### config.mk
export PLATFORM = sky130hd
export DESIGN_NAME = aes_arbiter
export DESIGN_NICKNAME = d
export VERILOG_FILES = /design/src/rtl/aes_arbiter.sv
export SDC_FILE = /design/constraint.sdc
export NUM_CORES = 1
export LEC_CHECK = 0
export CORE_AREA = 5 5 606 608
export CTS_BUF_LIST = sky130_fd_sc_hd__clkbuf_16
export DETAILED_ROUTE_END_ITERATION = 16
export DIE_AREA = 0 0 611 613
export PLACE_DENSITY = 0.3
export SLEW_MARGIN = 15
export SYNTH_ARGS = -nofsm -noshare
export SYNTH_HDL_FRONTEND = slang
export SYNTH_SLANG_ARGS = --single-unit
### constraint.sdc
create_clock -name clk -period 1.92 [get_ports clk]
set_input_delay 0.384 -clock clk [delete_from_list [all_inputs] [get_ports clk]]
set_output_delay 0.384 -clock clk [all_outputs]
set_load 0.02 [all_outputs]
### src/rtl/aes_arbiter.sv
// Round-robin front end for a single aes core: grants one requester job at a time,
// waits out the core latency, and returns the tagged ciphertext on one response port.
//
// state | meaning
// IDLE  | no job in flight; grants and issues to the core in the same cycle
// RUN   | job issued, counting cycles until the core result (or watchdog abort)
// HOLD  | ciphertext captured, rsp_valid_o high until the consumer accepts
module aes_arbiter #(
  parameter int NUM_REQ = 4,
  parameter int ID_W    = $clog2(NUM_REQ),
  parameter int LAT     = 11,
  parameter int WDOG    = 16
) (
  input  logic                   clk,
  input  logic                   resetn,
  input  logic [NUM_REQ-1:0]     req_valid_i,
  output logic [NUM_REQ-1:0]     req_ready_o,
  input  logic [NUM_REQ*128-1:0] req_data_i,
  input  logic [NUM_REQ*128-1:0] req_key_i,
  output logic                   core_valid_o,
  output logic [127:0]           core_data_o,
  output logic [127:0]           core_key_o,
  input  logic [127:0]           core_res_i,
  input  logic                   core_res_valid_i,
  output logic                   rsp_valid_o,
  input  logic                   rsp_ready_i,
  output logic [127:0]           rsp_data_o,
  output logic [ID_W-1:0]        rsp_id_o,
  output logic                   busy_o,
  output logic                   err_o
);

  localparam int CW = 5;
  localparam int IW = ID_W + 1;

  localparam logic [1:0] S_IDLE = 2'd0;
  localparam logic [1:0] S_RUN  = 2'd1;
  localparam logic [1:0] S_HOLD = 2'd2;

  logic [1:0]      state_q, state_d;
  logic [ID_W-1:0] rr_ptr_q, rr_ptr_d;
  logic [ID_W-1:0] id_q, id_d;
  logic [ID_W-1:0] rsp_id_q, rsp_id_d;
  logic [CW-1:0]   cnt_q, cnt_d;
  logic [CW-1:0]   cnt_inc;
  logic [127:0]    rsp_data_q, rsp_data_d;
  logic            err_q, err_d;

  logic            gnt_found;
  logic [ID_W-1:0] gnt_idx;
  logic [IW-1:0]   scan_idx;
  logic            issue;

  // Search upward from rr_ptr with wrap-around; first valid requester wins.
  always_comb begin
    gnt_found = 1'b0;
    gnt_idx   = '0;
    scan_idx  = '0;
    for (int i = 0; i < NUM_REQ; i++) begin
      scan_idx = {1'b0, rr_ptr_q} + IW'(i);
      if (scan_idx >= IW'(NUM_REQ)) begin
        scan_idx = scan_idx - IW'(NUM_REQ);
      end
      if (!gnt_found && req_valid_i[scan_idx[ID_W-1:0]]) begin
        gnt_found = 1'b1;
        gnt_idx   = scan_idx[ID_W-1:0];
      end
    end
  end

  // The core shares resetn, so nothing is issued while reset is asserted.
  assign issue = resetn && (state_q == S_IDLE) && gnt_found;

  always_comb begin
    req_ready_o = '0;
    core_data_o = '0;
    core_key_o  = '0;
    if (issue) begin
      req_ready_o[gnt_idx] = 1'b1;
      core_data_o          = req_data_i[int'(gnt_idx)*128 +: 128];
      core_key_o           = req_key_i[int'(gnt_idx)*128 +: 128];
    end
  end

  assign core_valid_o = issue;
  assign rsp_valid_o  = (state_q == S_HOLD);
  assign busy_o       = (state_q != S_IDLE);
  assign rsp_data_o   = rsp_data_q;
  assign rsp_id_o     = rsp_id_q;
  assign err_o        = err_q;

  assign cnt_inc = (cnt_q == '1) ? cnt_q : cnt_q + 1'b1;

  always_comb begin
    state_d    = state_q;
    rr_ptr_d   = rr_ptr_q;
    id_d       = id_q;
    rsp_id_d   = rsp_id_q;
    rsp_data_d = rsp_data_q;
    cnt_d      = cnt_q;
    err_d      = err_q;
    case (state_q)
      S_IDLE: begin
        if (core_res_valid_i) begin
          err_d = 1'b1;
        end
        if (issue) begin
          id_d     = gnt_idx;
          rr_ptr_d = (gnt_idx == ID_W'(NUM_REQ - 1)) ? '0 : gnt_idx + 1'b1;
          // cnt holds the index of the current RUN cycle, so the first RUN cycle reads 1.
          cnt_d    = CW'(1);
          state_d  = S_RUN;
        end
      end
      S_RUN: begin
        cnt_d = cnt_inc;
        if (core_res_valid_i) begin
          rsp_data_d = core_res_i;
          rsp_id_d   = id_q;
          state_d    = S_HOLD;
          if (cnt_q != CW'(LAT)) begin
            err_d = 1'b1;
          end
        end else if (cnt_q >= CW'(WDOG)) begin
          err_d   = 1'b1;
          state_d = S_IDLE;
        end
      end
      S_HOLD: begin
        if (core_res_valid_i) begin
          err_d = 1'b1;
        end
        if (rsp_ready_i) begin
          state_d = S_IDLE;
        end
      end
      default: begin
        state_d = S_IDLE;
      end
    endcase
  end

  always_ff @(posedge clk) begin
    if (!resetn) begin
      state_q    <= S_IDLE;
      rr_ptr_q   <= '0;
      id_q       <= '0;
      rsp_id_q   <= '0;
      rsp_data_q <= '0;
      cnt_q      <= '0;
      err_q      <= 1'b0;
    end else begin
      state_q    <= state_d;
      rr_ptr_q   <= rr_ptr_d;
      id_q       <= id_d;
      rsp_id_q   <= rsp_id_d;
      rsp_data_q <= rsp_data_d;
      cnt_q      <= cnt_d;
      err_q      <= err_d;
    end
  end

endmodule

Yosys cells after proc, flatten, opt, wreduce, memory -nomap -nowiden:

Cells that the tools add are included.
W data, S select, Z words.

* $add $sub $neg: 9
* order comparisons: 11
* equal/unequal tests: 11
* shift operators: 2
* multiplexer cells: 39
* reductions and logical operators: 19

Operators with widths (count)
* $shiftx A512 B10 Y128: 2
* $mux W128: 2
* $mux W2: 13
* $lt A2 B3 Y1 const B: 5
* $mux W1: 13
* $mux W5: 2
* $pmux W5 S2: 1
* $ge A3 B3 Y1 const B: 3
* $bmux W1 S2: 4
* $sub A2 B1 Y2 const B: 4
* $add A2 B2 Y3 const B: 2
* $logic_and A1 B1 Y1: 6
* $ne A3 B3 Y1 const B: 2
* $pmux W2 S3: 1
* $reduce_and A3 Y1: 2
* $reduce_bool A2 Y1: 3
* $add A5 B1 Y5 const B: 1
* $eq A5 B5 Y1 const B: 1
* $ge A5 B5 Y1 const B: 1
* $ne A5 B4 Y1 const B: 1
* $eq A2 B2 Y1 const B: 2
* $mux W4: 1
* $ne A2 B1 Y1 const B: 2
* $ne A2 B2 Y1 const B: 2
* 12 further kinds: 15

* register bits: 142
* input port bits: 1160

Longest topological paths before layout:

* word-level depth: 19
* gate-level depth with buffers: 8

Least setup slack after synthesis:

Ideal clock, no wire load.

* path type: flip-flop to output port
* from: register rr_ptr_q[1]
* to: output port core_data_o[0]
* arrival time: 1.822 ns
* required time: 1.536 ns
* slack: -0.286 ns
* cell stages (with the launch flop): 9
* path buffers: 3
* cells stage by stage: dfxtp_1 buf_2 a21oi_1 o32ai_4 inv_2 buf_4 clkbuf_4 mux2i_1 o22ai_1

* word-level cells in the longest chain between the ends: 16
* elaborated cells between the ends (all ways): 40

Ends and longest elaborated chain
* start: declaration: RTL line 41 `logic [ID_W-1:0] rr_ptr_q, rr_ptr_d;`
* start signal: assignment: RTL line 154 `rr_ptr_q <= rr_ptr_d;`
* parallel branches: the longest is 15 deep, another holds $add A2 B1 Y3
* $mux W128 *: RTL line 78 `if (issue) begin`
* end: declaration: RTL line 21 `output logic [127:0] core_data_o,`

Every way passes the cells marked *. The select of a mux whose other input is x is not followed.

Worst setup path in the final report:

* from: register rr_ptr_q[1]
* to: output port core_data_o[29]

Same word-level chain as after synthesis.

==> impl_metrics.xml <==
<?xml version="1.0" encoding="UTF-8"?>
<metrics>
  <group name="status">
    <metric name="run_status" unit="">finished with violations</metric>
    <metric name="failed_checks" unit="">setup timing</metric>
  </group>
  <group name="critical_path">
    <metric name="crit_slowest_cell" unit="">sky130_fd_sc_hd__mux2i_4</metric>
    <metric name="setup.worst_path.class" unit="">flop to output pin</metric>
    <metric name="setup.worst_path.end_class" unit="">output pin</metric>
    <metric name="worstSetupStartpointType" unit="">flop</metric>
    <metric name="worstPathMaxFanout" unit="">6</metric>
    <metric name="critPathArrivalTime" unit="ps">2860</metric>
    <metric name="critPathBufInv" unit="">5</metric>
    <metric name="max_stage_delay" unit="ps">460</metric>
    <metric name="worst_path_dominant_cell_family" unit="">buffers and inverters</metric>
    <metric name="cp.required" unit="ps">1540</metric>
    <metric name="path_cells" unit="">a21oi_4 &gt; o32ai_4 &gt; bufinv_16 &gt; buf_12 &gt; buf_16 &gt; buf_16 &gt; mux2i_4 &gt; o22ai_4 &gt; buf_12</metric>
  </group>
  <group name="drt">
    <metric name="avgRoutedWirePerCell" unit="um">37.6</metric>
    <metric name="drtPass1Iterations" unit="">5</metric>
    <metric name="route.final.wire_length" unit="um">311000</metric>
    <metric name="antenna_nets_post_route" unit="">0</metric>
    <metric name="drtIter0Drc" unit="">1440</metric>
    <metric name="vias_per_cell" unit="">2.82</metric>
    <metric name="route.detailed.drc" unit="">0</metric>
    <metric name="routed-via-count" unit="">23372</metric>
  </group>
  <group name="placed_design">
    <metric name="gp_routability_congestion" unit="">0.955</metric>
    <metric name="place_hpwl" unit="um">281000</metric>
    <metric name="placement.setup.worst_slack" unit="ps">-2410</metric>
    <metric name="place.port_buffers" unit="">1553</metric>
  </group>
  <group name="timing">
    <metric name="postLayoutSetupSlackWorst" unit="ps">-1330</metric>
    <metric name="timing.hold.ws" unit="ps">405</metric>
    <metric name="layout_worst_path_cycle_share" unit="%">169</metric>
    <metric name="timing.final.hold_violations" unit="">0</metric>
    <metric name="setup_viol_count_final" unit="">262</metric>
    <metric name="maxClockFrequency" unit="MHz">308</metric>
    <metric name="timing.clock.skew" unit="ps">49.1</metric>
    <metric name="slew_violations" unit="">0</metric>
    <metric name="layout_min_cycle_time" unit="ps">3250</metric>
    <metric name="grt_setup_unrepaired" unit="">yes</metric>
    <metric name="worst_pin_slew" unit="ps">854</metric>
    <metric name="relSlewSlack" unit="%">43.1</metric>
    <metric name="totalNegativeSetupSlack" unit="ps">-294860</metric>
  </group>
  <group name="run">
    <metric name="cap_violations" unit="">0</metric>
  </group>
  <group name="cts">
    <metric name="tritoncts.num_buffers" unit="">25</metric>
    <metric name="cts_root_buffer" unit="">sky130_fd_sc_hd__clkbuf_16</metric>
    <metric name="postCtsHoldBufs" unit="">0</metric>
    <metric name="clock_path_buffers" unit="">3</metric>
    <metric name="worst_setup_hold_path_clk_slew" unit="ps">100</metric>
    <metric name="htreeDepth" unit="">4</metric>
    <metric name="clock_latency_late_sink" unit="ps">530</metric>
    <metric name="number_of_sinks_on_the_clock_net" unit="">142</metric>
    <metric name="clock_tree_from_tritoncts" unit="">done</metric>
  </group>
  <group name="synth">
    <metric name="yosys.cell_types.count" unit="">38</metric>
    <metric name="synthesis.area_per_instance" unit="um2">7.84</metric>
    <metric name="yosys_most_used_dff" unit="">sky130_fd_sc_hd__dfxtp_1</metric>
    <metric name="synthArstFlopShare" unit="%">0</metric>
    <metric name="synth_net_count" unit="">2731</metric>
    <metric name="cells_taking_the_most_area_after_synthesis" unit="">sky130_fd_sc_hd__dfxtp_1, sky130_fd_sc_hd__mux2i_1, sky130_fd_sc_hd__a22oi_1</metric>
    <metric name="postSynthRegisterBits" unit="">142</metric>
    <metric name="netlist_area_before_placement" unit="um2">12300</metric>
    <metric name="yosysTopAreaCellShare" unit="%">23.2</metric>
    <metric name="synthesis.yosys.warnings" unit="">0</metric>
    <metric name="synthesis.instances" unit="">1565</metric>
    <metric name="synth_enable_flop_cells" unit="">0</metric>
    <metric name="synth_top_area_cell" unit="">sky130_fd_sc_hd__dfxtp_1</metric>
    <metric name="synth_seq_area_share" unit="%">23.2</metric>
  </group>
  <group name="die">
    <metric name="die_y" unit="um">613</metric>
    <metric name="area_of_the_core" unit="um2">361000</metric>
    <metric name="row_count" unit="">221</metric>
    <metric name="die_boundary_width" unit="um">611</metric>
    <metric name="top_level_i_o_count" unit="">1554</metric>
    <metric name="start_util" unit="%">3.40</metric>
    <metric name="die_area" unit="um2">375000</metric>
  </group>
  <group name="global_routing">
    <metric name="pin_count_of_the_biggest_net_entering_global_routing" unit="">81</metric>
    <metric name="overflow" unit="">0</metric>
    <metric name="grt.met3_usage" unit="%">7.27</metric>
    <metric name="groute.layer.met2.usage" unit="%">29.1</metric>
    <metric name="gr-max-usage-layer" unit="">met2</metric>
    <metric name="grt_use_met1" unit="%">15.5</metric>
    <metric name="grt_pass1_wl" unit="um">360000</metric>
    <metric name="global_route.usage.total" unit="%">15.6</metric>
    <metric name="via_count_of_the_first_global_routing_pass" unit="">23435</metric>
    <metric name="antenna_found_initial" unit="">336</metric>
  </group>
  <group name="layout">
    <metric name="layout-area-overhead-vs-synth" unit="%">277</metric>
    <metric name="drive_above_1_share" unit="%">38.9</metric>
    <metric name="design.final.nets" unit="">4588</metric>
    <metric name="postLayoutCoreUtil" unit="%">12.8</metric>
    <metric name="nFillCells" unit="">41355</metric>
  </group>
  <group name="pwr">
    <metric name="power.combinational.fraction" unit="%">76.1</metric>
    <metric name="cellPowerDensity" unit="nW/um2">677</metric>
    <metric name="intPower" unit="W">0.0178</metric>
    <metric name="power.switching_fraction" unit="%">43.2</metric>
    <metric name="sequential_power_share" unit="%">10.3</metric>
    <metric name="report.power.total" unit="W">0.0313</metric>
    <metric name="power.net_switching" unit="W">0.0135</metric>
    <metric name="worst_ir_drop_vdd" unit="V">0.000414</metric>
    <metric name="power.leakage" unit="nW">15.6</metric>
    <metric name="share_clk_of_total_power" unit="%">13.6</metric>
  </group>
  <group name="worst_hold_path">
    <metric name="worstHoldPathType" unit="">input port to flop</metric>
  </group>
</metrics>
-- final cells by class --
type                    instances  area, um2  share of cell area [%]
repair buffers               2016      23000                    49.7
multi-input cells            1232      13500                    29.2
well taps                    4794       6000                    13.0
flip-flops and latches        142       2850                    6.16
clock buffers                  25        626                    1.35
diodes                         66        165                   0.357
clock inverters                 8       62.6                   0.135
inverters                       5       47.5                   0.103
-- metal layers --
metal | up-vias | part of all wire, %
met5 | - | 0.52
met4 | 244 | 3.8
met3 | 669 | 10
met2 | 1364 | 52
met1 | 11223 | 34
li1 | 9872 | -
-- worst paths after layout --
check / from / endpoint / slack, ps / cells after the start
min reg2reg: rsp_data_o[86]$_SDFFE_PN0N_ / rsp_data_o[86]$_SDFFE_PN0N_ / 460 / 2
max: rr_ptr_q[1]$_SDFFE_PN0P_ / core_data_o[29] / -1330 / 9
min: core_res_i[32] / rsp_data_o[32]$_SDFFE_PN0N_ / 410 / 3
max reg2reg: rr_ptr_q[1]$_SDFFE_PN0P_ / rr_ptr_q[1]$_SDFFE_PN0P_ / -20 / 9
-- flip-flops by register name, summed over array words and instances, names as in the netlist --
name,cells
cnt_q,5
id_q,2
rsp_id_o,2
state_q,2
err_o,1
rr_ptr_q,2
rsp_data_o,128
-- Yosys cell counts (2+ instances only) --
library cell	number
sky130_fd_sc_hd__clkbuf_4	3
sky130_fd_sc_hd__o21ai_0	4
sky130_fd_sc_hd__buf_1	14
sky130_fd_sc_hd__o22ai_1	256
sky130_fd_sc_hd__inv_1	3
sky130_fd_sc_hd__buf_6	13
sky130_fd_sc_hd__nor3b_1	2
sky130_fd_sc_hd__clkbuf_1	118
sky130_fd_sc_hd__and3_1	5
sky130_fd_sc_hd__dfxtp_1	142
sky130_fd_sc_hd__mux2i_1	256
sky130_fd_sc_hd__a21boi_0	132
sky130_fd_sc_hd__a21oi_1	5
sky130_fd_sc_hd__o21a_1	2
sky130_fd_sc_hd__xor2_1	2
sky130_fd_sc_hd__ha_1	6
sky130_fd_sc_hd__nor2_1	7
sky130_fd_sc_hd__nor2b_1	8
sky130_fd_sc_hd__a22oi_1	256
sky130_fd_sc_hd__buf_2	28
sky130_fd_sc_hd__nand2_1	272
sky130_fd_sc_hd__o21ai_1	3
sky130_fd_sc_hd__buf_4	10
sky130_fd_sc_hd__inv_2	2
sky130_fd_sc_hd__nand3b_1	3
-- metrics by stage --
stage                     cells  cell area, um2
after CTS                  8141           43200
after detailed placement   8053           39800
after global routing       8246           46100
final                      8288           46200
after floorplan            1565           14800
after global placement     8053           39800
-- layout by cell type (no fill, tap or decap), types with 5 or more instances in the layout --
master / n
sky130_fd_sc_hd__mux2i_1: 59
sky130_fd_sc_hd__o22ai_2: 100
sky130_fd_sc_hd__dfxtp_1: 138
sky130_fd_sc_hd__mux2i_2: 74
sky130_fd_sc_hd__diode_2: 66
sky130_fd_sc_hd__buf_12: 226
sky130_fd_sc_hd__a21boi_0: 132
sky130_fd_sc_hd__mux2i_4: 123
sky130_fd_sc_hd__dlymetal6s2s_1: 57
sky130_fd_sc_hd__buf_4: 304
sky130_fd_sc_hd__clkdlybuf4s50_1: 1189
sky130_fd_sc_hd__o22ai_4: 152
sky130_fd_sc_hd__buf_16: 35
sky130_fd_sc_hd__buf_8: 19
sky130_fd_sc_hd__a22oi_1: 196
sky130_fd_sc_hd__buf_6: 159
sky130_fd_sc_hd__nand2_1: 270
sky130_fd_sc_hd__clkbuf_16: 42
sky130_fd_sc_hd__ha_1: 5
sky130_fd_sc_hd__a22oi_2: 60
sky130_fd_sc_hd__nor2_1: 6
-- worst register-to-register path, cell delays in order (launching register included) --
cell                        delay (ps)
sky130_fd_sc_hd__dfxtp_4           400
sky130_fd_sc_hd__a21oi_4            70
sky130_fd_sc_hd__o32ai_4           310
sky130_fd_sc_hd__bufinv_16         240
sky130_fd_sc_hd__buf_16            170
sky130_fd_sc_hd__buf_6             150
sky130_fd_sc_hd__buf_4             170
sky130_fd_sc_hd__ha_4              220
sky130_fd_sc_hd__nand2_1            50
sky130_fd_sc_hd__o21ai_0            60
-- power groups by stage --
stage                     clock network, W  registers, W  logic, W
after floorplan                          0       0.00343   0.00712
after global placement                   0       0.00328    0.0192
after detailed placement                 0       0.00328    0.0192
after CTS                          0.00463       0.00322    0.0220
after global routing               0.00459       0.00324    0.0247
final                              0.00426       0.00322    0.0238
-- what timing repair did --
item                       in CTS  in global routing
pin swaps                      77                108
setup buffers                  51                 82
setup endpoints to repair     325                344
gates resized for setup       644                460
gates cloned                   15                 19
-- kinds of logic (layout without fill, tap and decap cells) --
group / Yosys count / after routing / share of synthesized area [%]
fa+ha+maj: 6 / 6 / 0.612
flops: 142 / 142 / 23.2
xor+xnor: 2 / 2 / 0.143
other cells: 0 / 66 / 0
compound gates: 666 / 666 / 38.1
buf+inv: 191 / 2054 / 7.32
simple gates: 302 / 302 / 9.76
mux: 256 / 256 / 20.9
(Power assumes the default switching activity.)
